==> src/rtl/conv2_ch_sched.sv <==
// conv2_ch_sched
// Channel scheduler for the conv2 stage. Takes one input window at a time,
// walks the shared MAC array through every (output channel, input channel)
// pair, accumulates the returned partial sums, then adds the per-channel bias,
// applies ReLU, shifts and saturates, and emits one result per output channel.
//
// Ports:
//   clk, reset_n          - rising-edge clock, asynchronous active-low reset
//   i_in_valid/o_in_ready - window handshake (ready only while idle)
//   i_bias                - flat bias bus, channel c at [c*B_BW +: B_BW], signed
//   o_mac_en/co/ci        - one K x K MAC request for the current (co, ci)
//   i_psum_valid/i_psum   - MAC result, arriving MAC_LAT cycles after o_mac_en
//   o_ot_valid/co/data    - registered result pulse, data is non-negative
//   o_done                - pulse coincident with the last channel's result

module conv2_ch_sched #(
    parameter int CO      = 3,
    parameter int CI      = 3,
    parameter int B_BW    = 16,
    parameter int ACC_BW  = 32,
    parameter int OUT_BW  = 16,
    parameter int MAC_LAT = 2,
    parameter int B_SHIFT = 0,
    parameter int O_SHIFT = 0,
    parameter int CO_W    = (CO > 1) ? $clog2(CO) : 1,
    parameter int CI_W    = (CI > 1) ? $clog2(CI) : 1
) (
    input  logic                     clk,
    input  logic                     reset_n,
    input  logic                     i_in_valid,
    output logic                     o_in_ready,
    input  logic [CO*B_BW-1:0]       i_bias,
    output logic                     o_mac_en,
    output logic [CO_W-1:0]          o_mac_co,
    output logic [CI_W-1:0]          o_mac_ci,
    input  logic                     i_psum_valid,
    input  logic signed [ACC_BW-1:0] i_psum,
    output logic                     o_ot_valid,
    output logic [CO_W-1:0]          o_ot_co,
    output logic signed [OUT_BW-1:0] o_ot_data,
    output logic                     o_done
);

    localparam int CNT_W = $clog2(CI + 1);

    // Largest positive OUT_BW-bit value, held at the extended sum width.
    localparam logic signed [ACC_BW:0] SAT_MAX =
        (ACC_BW + 1)'((64'd1 << (OUT_BW - 1)) - 64'd1);

    typedef enum logic [1:0] {
        ST_IDLE,
        ST_ISSUE,
        ST_WAIT,
        ST_BIAS
    } state_t;

    state_t                    state;
    state_t                    state_nxt;

    logic [CO_W-1:0]           co;
    logic [CI_W-1:0]           ci;
    logic [CNT_W-1:0]          rcv_cnt;
    logic [CNT_W-1:0]          rcv_nxt;
    logic signed [ACC_BW-1:0]  acc;
    logic [CO_W-1:0]           mac_co_q;
    logic [CI_W-1:0]           mac_ci_q;

    logic                      last_ci;
    logic                      last_co;
    logic                      psum_take;
    logic                      all_rcvd;

    logic signed [B_BW-1:0]    bias_arr [CO];
    logic signed [B_BW-1:0]    bias_sel;
    logic signed [ACC_BW:0]    acc_ext;
    logic signed [ACC_BW:0]    bias_ext;
    logic signed [ACC_BW:0]    sum_ext;
    logic signed [ACC_BW:0]    relu;
    logic signed [ACC_BW:0]    shifted;
    logic signed [OUT_BW-1:0]  sat_data;

    // Split the flat bias bus into one signed word per output channel.
    for (genvar g = 0; g < CO; g++) begin : g_bias
        assign bias_arr[g] = i_bias[g*B_BW +: B_BW];
    end

    assign last_ci   = (ci == CI_W'(CI - 1));
    assign last_co   = (co == CO_W'(CO - 1));
    assign psum_take = i_psum_valid && (state != ST_IDLE);
    assign rcv_nxt   = rcv_cnt + CNT_W'(psum_take);
    assign all_rcvd  = (rcv_nxt == CNT_W'(CI));

    // Bias add, ReLU, shift and saturate. One extra bit of width keeps the
    // accumulator-plus-bias sum from overflowing before the sign test.
    always_comb begin
        bias_sel = bias_arr[co];
        acc_ext  = {acc[ACC_BW-1], acc};
        bias_ext = {{(ACC_BW + 1 - B_BW){bias_sel[B_BW-1]}}, bias_sel};
        sum_ext  = acc_ext + (bias_ext <<< B_SHIFT);
        relu     = sum_ext[ACC_BW] ? '0 : sum_ext;
        shifted  = relu >>> O_SHIFT;
        if (shifted > SAT_MAX) begin
            sat_data = SAT_MAX[OUT_BW-1:0];
        end else begin
            sat_data = shifted[OUT_BW-1:0];
        end
    end

    // State register.
    always_ff @(posedge clk or negedge reset_n) begin
        if (!reset_n) begin
            state <= ST_IDLE;
        end else begin
            state <= state_nxt;
        end
    end

    // Next-state logic. WAIT leaves in the cycle after the last partial sum
    // of the channel is taken, so the bias step sees the complete sum.
    always_comb begin
        state_nxt = state;
        case (state)
            ST_IDLE:  if (i_in_valid) state_nxt = ST_ISSUE;
            ST_ISSUE: if (last_ci)    state_nxt = ST_WAIT;
            ST_WAIT:  if (all_rcvd)   state_nxt = ST_BIAS;
            ST_BIAS:  state_nxt = last_co ? ST_IDLE : ST_ISSUE;
            default:  state_nxt = ST_IDLE;
        endcase
    end

    // Moore outputs. The weight selects follow the live counters while
    // issuing and otherwise show the last pair that was issued.
    always_comb begin
        o_in_ready = (state == ST_IDLE);
        o_mac_en   = (state == ST_ISSUE);
        o_mac_co   = mac_co_q;
        o_mac_ci   = mac_ci_q;
        if (state == ST_ISSUE) begin
            o_mac_co = co;
            o_mac_ci = ci;
        end
    end

    // Channel counters and the held weight-select values.
    always_ff @(posedge clk or negedge reset_n) begin
        if (!reset_n) begin
            co       <= '0;
            ci       <= '0;
            mac_co_q <= '0;
            mac_ci_q <= '0;
        end else begin
            case (state)
                ST_IDLE: begin
                    if (i_in_valid) begin
                        co <= '0;
                        ci <= '0;
                    end
                end
                ST_ISSUE: begin
                    mac_co_q <= co;
                    mac_ci_q <= ci;
                    ci       <= last_ci ? '0 : ci + CI_W'(1);
                end
                ST_BIAS: begin
                    if (!last_co) begin
                        co <= co + CO_W'(1);
                    end
                end
                default: begin
                end
            endcase
        end
    end

    // Partial-sum accumulation. Sums are ignored while idle so that stray
    // results from an aborted window cannot leak into the next one.
    always_ff @(posedge clk or negedge reset_n) begin
        if (!reset_n) begin
            acc     <= '0;
            rcv_cnt <= '0;
        end else if (state == ST_BIAS) begin
            acc     <= '0;
            rcv_cnt <= '0;
        end else if (state == ST_IDLE) begin
            if (i_in_valid) begin
                acc     <= '0;
                rcv_cnt <= '0;
            end
        end else if (psum_take) begin
            acc     <= acc + i_psum;
            rcv_cnt <= rcv_nxt;
        end
    end

    // Registered result outputs; valid and done are single-cycle pulses.
    always_ff @(posedge clk or negedge reset_n) begin
        if (!reset_n) begin
            o_ot_valid <= 1'b0;
            o_done     <= 1'b0;
            o_ot_co    <= '0;
            o_ot_data  <= '0;
        end else begin
            o_ot_valid <= (state == ST_BIAS);
            o_done     <= (state == ST_BIAS) && last_co;
            if (state == ST_BIAS) begin
                o_ot_co   <= co;
                o_ot_data <= sat_data;
            end
        end
    end

endmodule

==> config.mk <==
export PLATFORM = sky130hd
export DESIGN_NAME = conv2_ch_sched
export DESIGN_NICKNAME = d
export VERILOG_FILES = /design/src/rtl/conv2_ch_sched.sv
export SDC_FILE = /design/constraint.sdc
export NUM_CORES = 1
export LEC_CHECK = 0
export CAP_MARGIN = 10
export CORE_MARGIN = 2
export CORE_UTILIZATION = 51
export CTS_CLUSTER_SIZE = 8
export DETAILED_ROUTE_END_ITERATION = 8
export PLACE_DENSITY = 0.87
export SLEW_MARGIN = 30
export SYNTH_ARGS = -nofsm -noshare
export SYNTH_HDL_FRONTEND = slang
export SYNTH_SLANG_ARGS = --single-unit
==> constraint.sdc <==
create_clock -name clk -period 6.6 [get_ports clk]
set_input_delay 1.98 -clock clk [delete_from_list [all_inputs] [get_ports clk]]
set_output_delay 1.98 -clock clk [all_outputs]
set_load 0.005 [all_outputs]
Word level (Yosys, flattened, before mapping). Cells that the tools add are included.

Bits in registers: 64. Input bits: 84. Output and inout port bits: 26. Logic and storage cells: 65.

$add $sub $neg: 5. Magnitude comparators: 2. Equal/unequal tests: 11. Multiplexer cells: 24. Bitwise operators: 1. Reduce and logical (&&, ||, !) cells: 11.

Operator list (count): 32-bit two-way mux (5); 16-bit two-way mux (3); 32-bit by 16-bit adder with 33-bit output (1); 32-bit adder (1); 16-bit binary-select mux with 2-bit select (1); 32-bit by 15-bit greater-than comparator with 1-bit output (second input constant) (1); 2-bit two-way mux (11); 2-bit equality test (second input constant) (5); 2-bit case mux with 2 select lines (2); 2-bit case mux with 4 select lines (1); 2-bit != test (second input constant) (3); 3-bit AND reduction (2); 2-bit nonzero test (3); 2-bit by 1-bit adder with 2-bit output (second input constant) (2); 2-bit AND reduction (2); 3-bit greater-or-equal comparator (second input constant) (1); 3-bit by 2-bit != test with 1-bit output (second input constant) (1); 2-bit NOT with 3-bit output (1); 3-bit nonzero test (1); 2-bit by 1-bit adder with 2-bit output (1); 2-bit by 1-bit equality test with 1-bit output (second input constant) (1); 1-bit logical AND (2); 2-bit zero test (1); 2-bit by 1-bit != test with 1-bit output (second input constant) (1); 1-bit two-way mux (1).

Logic depth before layout (Yosys ltp). Gate-level depths: netlist (run 1).

Depth in word-level cells: 8. Gate-level depth with buffers: 18. Gate-level depth less buffers: 17.

Worst setup path after synthesis (run 1). Ideal clock, no wire load.

Path type: input-to-reg. Start: in i_bias[47]. End: reg o_ot_data[4]. Library setup time: 0.126 ns. Arrival time: 5.828 ns. Data required time: 6.474 ns. Path slack: 0.646 ns. Stages on the path: 14. Buffers on the path: 2. Path through: mux2i_1 o22ai_1 ha_1 clkbuf_1 a21o_1 a2111oi_0 o31ai_1 nor2_2 xnor2_1 or4_1 or4_4 nor4_4 buf_6 a21oi_2.

Word-level cells in the longest chain between the ends: 7.

Ends and longest elaborated chain: start: declaration (RTL line 32) `input logic [CO*B_BW-1:0] i_bias,`; 16-bit binary-select mux with 2-bit select (*) (RTL line 96) `bias_sel = bias_arr[co];`; 16-bit two-way mux (implied by the code) (*) (2 in a row) (RTL line 96); 32-bit by 16-bit adder with 33-bit output (*) (RTL line 99) `sum_ext = acc_ext + (bias_ext <<< B_SHIFT);`; 32-bit two-way mux (*) (RTL line 100) `relu = sum_ext[ACC_BW] ? '0 : sum_ext;`; 32-bit by 15-bit greater-than comparator with 1-bit output (RTL line 102) `if (shifted > SAT_MAX) begin`; 16-bit two-way mux (*) (RTL line 102); end signal: assignment (RTL line 207) `o_ot_data <= sat_data;`; end: declaration (RTL line 40) `output logic signed [OUT_BW-1:0] o_ot_data,`.

Every way passes the cells marked *; elsewhere a longest branch is shown, timed or not. The select of a mux whose other input is x is not followed. A chain may end at the register's enable or synchronous reset.

Worst setup path in the final report (run 1).
Start: in i_bias[31]. End: reg o_ot_data[2].

The elaborated chain is that of the path after synthesis.

==> results.ini, run 1 <==
[setup_path]
worst_ep_arrival_time_ps=6240
critPathKind=input pin to register
max_stage_delay_ps=530
endpoint_kind=register
crit_slowest_cell=or4_4
startpoint_type=input pin
crit_path_cell_trace=clkdlybuf4s50_1 -> nand2_1 -> o22ai_1 -> buf_4 -> ha_1 -> nand4_1 -> a2111oi_0 -> o31a_1 -> nor2_2 -> xnor2_1 -> or4_1 -> or4_4 -> nor4_4 -> buf_4 -> a21oi_1
crit_required_ps=6820
crit_fanout=15
cpMostUsedCell=buf_4

[flow_run]
cap_violations=0

[detailed_routing]
drt_iter0_markers=438
highest_layer=met4
vias_per_cell=6.07
dr_wl_met2_mm=7.59
wire_per_inst_um=16.6
vias=5847
first_pass_iters=6
wl_met1_mm=7.12
ant_nets=0
drc=0
route.met3.wl_um=885
drt_wl_total_mm=16.0

[yosys]
async_flop_share_pct=100
yosysSeqAreaShare_pct=26.1
yosysUniqueCellTypes=67
synth_ff_type=dfrtp_1
ys_ff_latch=64
yosys_warnings=0
synth_edf_count=0
netlist_area_um2=6140
avgSynthCellArea_um2=8.59
syn_nets=869
syn_inst=714

[sta]
worst_hold_slack_ps=492
rsz0062_at_grt=false
setup-violations-final=0
maxSlewViolCount=0
max_freq_ghz=0.166
setup_ws_ps=578
relSlewSlack_pct=38.1
min_period_ps=6020
finClkSkew_ps=6.40
final.period_utilization_pct=91.2
worst_pin_slew_ps=928
fin_tns_setup_ps=0
hold_violations=0

[cts]
ctsResizeCount=0
cts_sinks=64
clock_latency_ps=340
cts-buffers-inserted=9
cts.path.max_buffers=2
cts_tree=built
cts_hold_buf=0
cts_htree_levels=3
clkTransAtPathRegs_ps=60
root_buffer=clkbuf_16
cts_setup_buffers=0

[placed_design]
pre_cts_slack_ps=268
placed_area_um2=7360
placed_cells=948
io_buffers=109
finalWeightedCongestion=0.944
dp_hpwl_mm=12.0

[power_and_ir_drop]
ir_drop_uv=248
power_frac_clock_pct=13.5
p_leak_nw=3.42
power_frac_comb_pct=68.2
powerDensity_nw_per_um2=507
power_mw=3.89
p_seq_share_pct=18.2
switchingPower_mw=1.83
intPower_mw=2.06
p_sw_share_pct=47.0

[grt]
grt_pass1_vias=5782
antenna_found_initial=0
grt-ovfl-total=0
grt_max_degree=65
grt_use_total_pct=25.5
grt_pass1_wl_mm=27.0

[layout]
fin_cells=964
post-route-util_pct=64.8
fin_nets=967
final_cell_mix=108 x clkdlybuf4s50_1, 69 x ha_1, 64 x dfrtp_1
final_common_cell=clkdlybuf4s50_1
n_antenna_cell=0
final_design_area_no_fill_um2=7690
drive_above_1_share_pct=7.34
area_growth_pct=25.3

[min_path]
min_path_type=register to register

[die]
coreArea_um2=11900
fp.dieH_um=114
die_w_um=114
io-pin-count=110
die_area_um2=12900
start_util_pct=51.7
num_rows=40

[status]
outcome=finished clean

==> state kept, by name (all words and copies together), names as in the netlist, 2 cells and up <==
signal     count
o_ot_co        2
mac_ci_q       2
rcv_cnt        2
state          2
ci             2
co             2
acc           32
mac_co_q       2
o_ot_data     16
==> layer usage <==
metal	up-vias	track usage, %
li1	2880	-
met1	2707	34.6
met2	223	41.9
met3	37	2.60
met4	0	10.3
met5	-	0
==> critical path: cells and delay by family <==
kind / cells / cell delay [ps]
buffers and inverters: 3 / 1040
XOR/XNOR: 1 / 120
AND/OR/NAND/NOR: 6 / 1520
AO/OA/AOI/OAI: 4 / 1230
adder cells (fa/ha/maj): 1 / 300
==> layout make-up <==
| type | count | area, um^2 |
|---|---|---|
| multi-input combinational | 598 | 4340 |
| fill | 972 | 4170 |
| sequential | 64 | 1600 |
| timing repair buffer | 119 | 1160 |
| clock buffer | 9 | 225 |
| tap | 147 | 184 |
| clock inverter | 7 | 103 |
| inverter | 20 | 75.1 |
==> logic make-up after synthesis <==
kind of cell	share of synthesized area, %
AO/OA/AOI/OAI	29.3
XOR/XNOR	6.85
AND/OR/NAND/NOR	15.6
buffers and inverters	3.43
multiplexers	4.04
adder cells (fa/ha/maj)	14.7
flip-flops	26.1
==> power groups by stage <==
stage / combinational, mW / sequential, mW / clock (mW)
after floorplan: 1.97 / 0.653 / 0
after global placement: 2.54 / 0.703 / 0
after detailed placement: 2.59 / 0.711 / 0
after CTS: 2.63 / 0.706 / 0.528
after global routing: 2.94 / 0.733 / 0.545
final: 2.66 / 0.711 / 0.527
==> cells in the mapped netlist (3+ instances only) <==
library cell,count,area (um^2)
ha_1,69,863
dfrtp_1,64,1600
o21ai_0,63,315
nand2_1,60,225
a21oi_1,56,280
nor2_1,34,128
clkbuf_1,29,109
a21o_1,25,188
a22o_1,25,219
xnor2_1,24,210
xor2_1,24,210
inv_1,20,75.1
mux2i_1,18,180
nand3_1,18,90.1
o21a_1,14,105
nand4_1,12,75.1
a21oi_2,10,87.6
nor2b_1,10,62.6
nor3_1,10,50.1
a31oi_1,8,50.1
nand2b_1,8,50.1
o21bai_1,7,52.6
mux2_2,6,67.6
and2_1,5,31.3
and3_1,5,31.3
o211ai_1,5,37.5
o21ai_1,5,25.0
a2111oi_0,4,35.0
a211o_1,4,35.0
o31ai_1,4,30.0
or3_1,4,25.0
a21boi_0,3,22.5
a31o_2,3,26.3
a32o_1,3,30.0
o221ai_1,3,26.3
o22ai_1,3,18.8
o31a_1,3,26.3
or2_2,3,18.8
or4_1,3,22.5
==> worst paths after layout <==
kind | from | cells after the start | endpoint | slack [ps]
worst min register to register | rcv_cnt[0] | 2 | rcv_cnt[0] | 490
worst max-delay path | i_bias[31] | 15 | o_ot_data[2] | 580
worst min-delay path | rcv_cnt[0] | 2 | rcv_cnt[0] | 490
max in group asynchronous | reset_n | 2 | state[0] | 4250
worst max register to register | co[0] | 17 | o_ot_data[2] | 1640
min in group asynchronous | reset_n | 2 | acc[9] | 1820
Note: power is estimated with default switching activity, not from simulation.
==> run 2: changes to the inputs <==
--- a/config.mk
+++ b/config.mk
@@ -8,6 +8,7 @@
 export CAP_MARGIN = 10
 export CORE_MARGIN = 2
 export CORE_UTILIZATION = 51
+export CTS_BUF_LIST = sky130_fd_sc_hd__clkbuf_8
 export CTS_CLUSTER_SIZE = 8
 export DETAILED_ROUTE_END_ITERATION = 8
 export PLACE_DENSITY = 0.87
==> run 2 against run 1 <==
  * Cell area decreased by 1.3%
  * Combinational power about the same
  * Flip-flop and latch count stayed put
  * Final cell count did not move
  * Critical path type unchanged
  * Critical endpoint is now o_ot_data[3]
  * Largest cell class unchanged
==> results.ini, run 2 (same netlist as run 1, synthesis figures left out) <==
[flow_run]
cap_violations=0

[cts]
cts_tree=built
cts.path.max_buffers=2
root_buffer=clkbuf_8
cts_setup_buffers=0
clkTransAtPathRegs_ps=80
cts_hold_buf=0
ctsResizeCount=0
cts_htree_levels=3
clock_latency_ps=360
cts_sinks=64
cts-buffers-inserted=9

[grt]
met2_usage_pct=40.9
grt_max_degree=65
grt_use_total_pct=24.9
busiest_layer=met2
antenna_found_initial=0
gr-usage-met1_pct=34.2
grt_pass1_wl_mm=26.4
met3_usage_pct=3.61
grt-ovfl-total=0
grt_pass1_vias=5697

[sta]
finClkSkew_ps=12.0
relSlewSlack_pct=45.0
worst_hold_slack_ps=491
hold_violations=0
max_freq_ghz=0.166
setup-violations-final=0
worst_pin_slew_ps=825
rsz0062_at_grt=false
maxSlewViolCount=0
fin_tns_setup_ps=0
final.period_utilization_pct=91.3
min_period_ps=6030

[placed_design]
dp_hpwl_mm=12.0
finalWeightedCongestion=0.944
placed_area_um2=7360
io_buffers=109

[layout]
fin_nets=967
largest_register=acc
area_growth_pct=23.7
nFillCells=1003
final_design_area_no_fill_um2=7590
final_cell_mix=108 x clkdlybuf4s50_1, 68 x ha_1, 64 x dfrtp_1
largestRegisters=acc: 32 flops, o_ot_data: 16 flops
final_common_cell=clkdlybuf4s50_1
largest_reg_flops=32
drive_above_1_share_pct=7.47
n_antenna_cell=0

[min_path]
whs_path_depth=2
min_path_type=register to register

[power_and_ir_drop]
intPower_mw=1.94
power_mw=3.73
power_frac_comb_pct=70.5
power_frac_clock_pct=10.5
switchingPower_mw=1.79
p_seq_share_pct=19.0
powerDensity_nw_per_um2=492
p_leak_nw=3.37
p_sw_share_pct=47.9
ir_drop_uv=175

[detailed_routing]
vias_per_cell=6.01
ant_nets=0
drt_wl_total_mm=15.5
first_pass_iters=7
wire_per_inst_um=16.1
drt_iter0_markers=469
vias=5796
drc=0

[die]
coreArea_um2=11900
io-pin-count=110
start_util_pct=51.7
die_w_um=114
die_area_um2=12900
num_rows=40
fp.dieH_um=114

[setup_path]
endpoint_kind=register
r2r_cells=19
crit_required_ps=6840
crit_fanout=15
worst_ep_arrival_time_ps=6270
critPathKind=input pin to register
startpoint_type=input pin

[status]
outcome=finished clean

## run 2: cell types whose count changed in the layout (fill, tap and decap cells not counted)
cell,previous run,this run
ha_2,0,1
clkbuf_16,9,0
clkbuf_8,0,9
ha_1,69,68
## run 2: final cells by class
cell class	instances	area [um^2]	share of cell area (%)
tap	147	184	2.42
inverter	20	75.1	0.989
timing repair buffer	119	1160	15.3
sequential	64	1600	21.1
clock inverter	7	103	1.35
clock buffer	9	124	1.63
multi-input combinational	598	4340	57.2
## run 2: power by group through the flow
stage / Combinational [mW] / Clock [mW] / Sequential (mW)
after floorplan: 1.97 / 0 / 0.653
after global routing: 2.93 / 0.414 / 0.733
after global placement: 2.54 / 0 / 0.703
after detailed placement: 2.59 / 0 / 0.711
after CTS: 2.61 / 0.398 / 0.705
final: 2.63 / 0.393 / 0.708
## run 2: worst paths after layout
check	start	to	slack (ps)
hold / removal	rcv_cnt[0]	rcv_cnt[0]	490
setup / recovery	i_bias[31]	o_ot_data[3]	570
hold reg to reg	rcv_cnt[0]	rcv_cnt[0]	490
max in group asynchronous	reset_n	mac_ci_q[0]	4250
setup reg to reg	co[1]	o_ot_data[3]	1700
min in group asynchronous	reset_n	acc[11]	1800
## run 2: critical path, stage by stage
cell             delay, ps
clkdlybuf4s50_1        470
nand2_1                 60
o22ai_1                420
buf_4                  300
ha_1                   300
nand4_1                160
a2111oi_0              480
o31a_1                 240
nor2_2                  50
xnor2_1                140
or4_1                  470
or4_4                  540
nor4_4                 250
buf_4                  280
a21oi_1                100
## run 2: routing by layer
layer | wire, um | vias up | share of wire, %
met5 | 0 | - | 0
met4 | 242 | 0 | 1.6
met3 | 874 | 22 | 5.6
met2 | 7300 | 201 | 47
met1 | 7130 | 2702 | 46
li1 | - | 2871 | -
## run 2: per-stage QoR
stage | utilization, % | instances | setup WS (ps)
global placement | 62.0 | 948 | 392
floorplan | - | 714 | 646
detailed placement | 62.0 | 948 | 268
finish | 64.0 | 964 | 573
CTS | 64.0 | 964 | 616
global route | 64.0 | 964 | 222
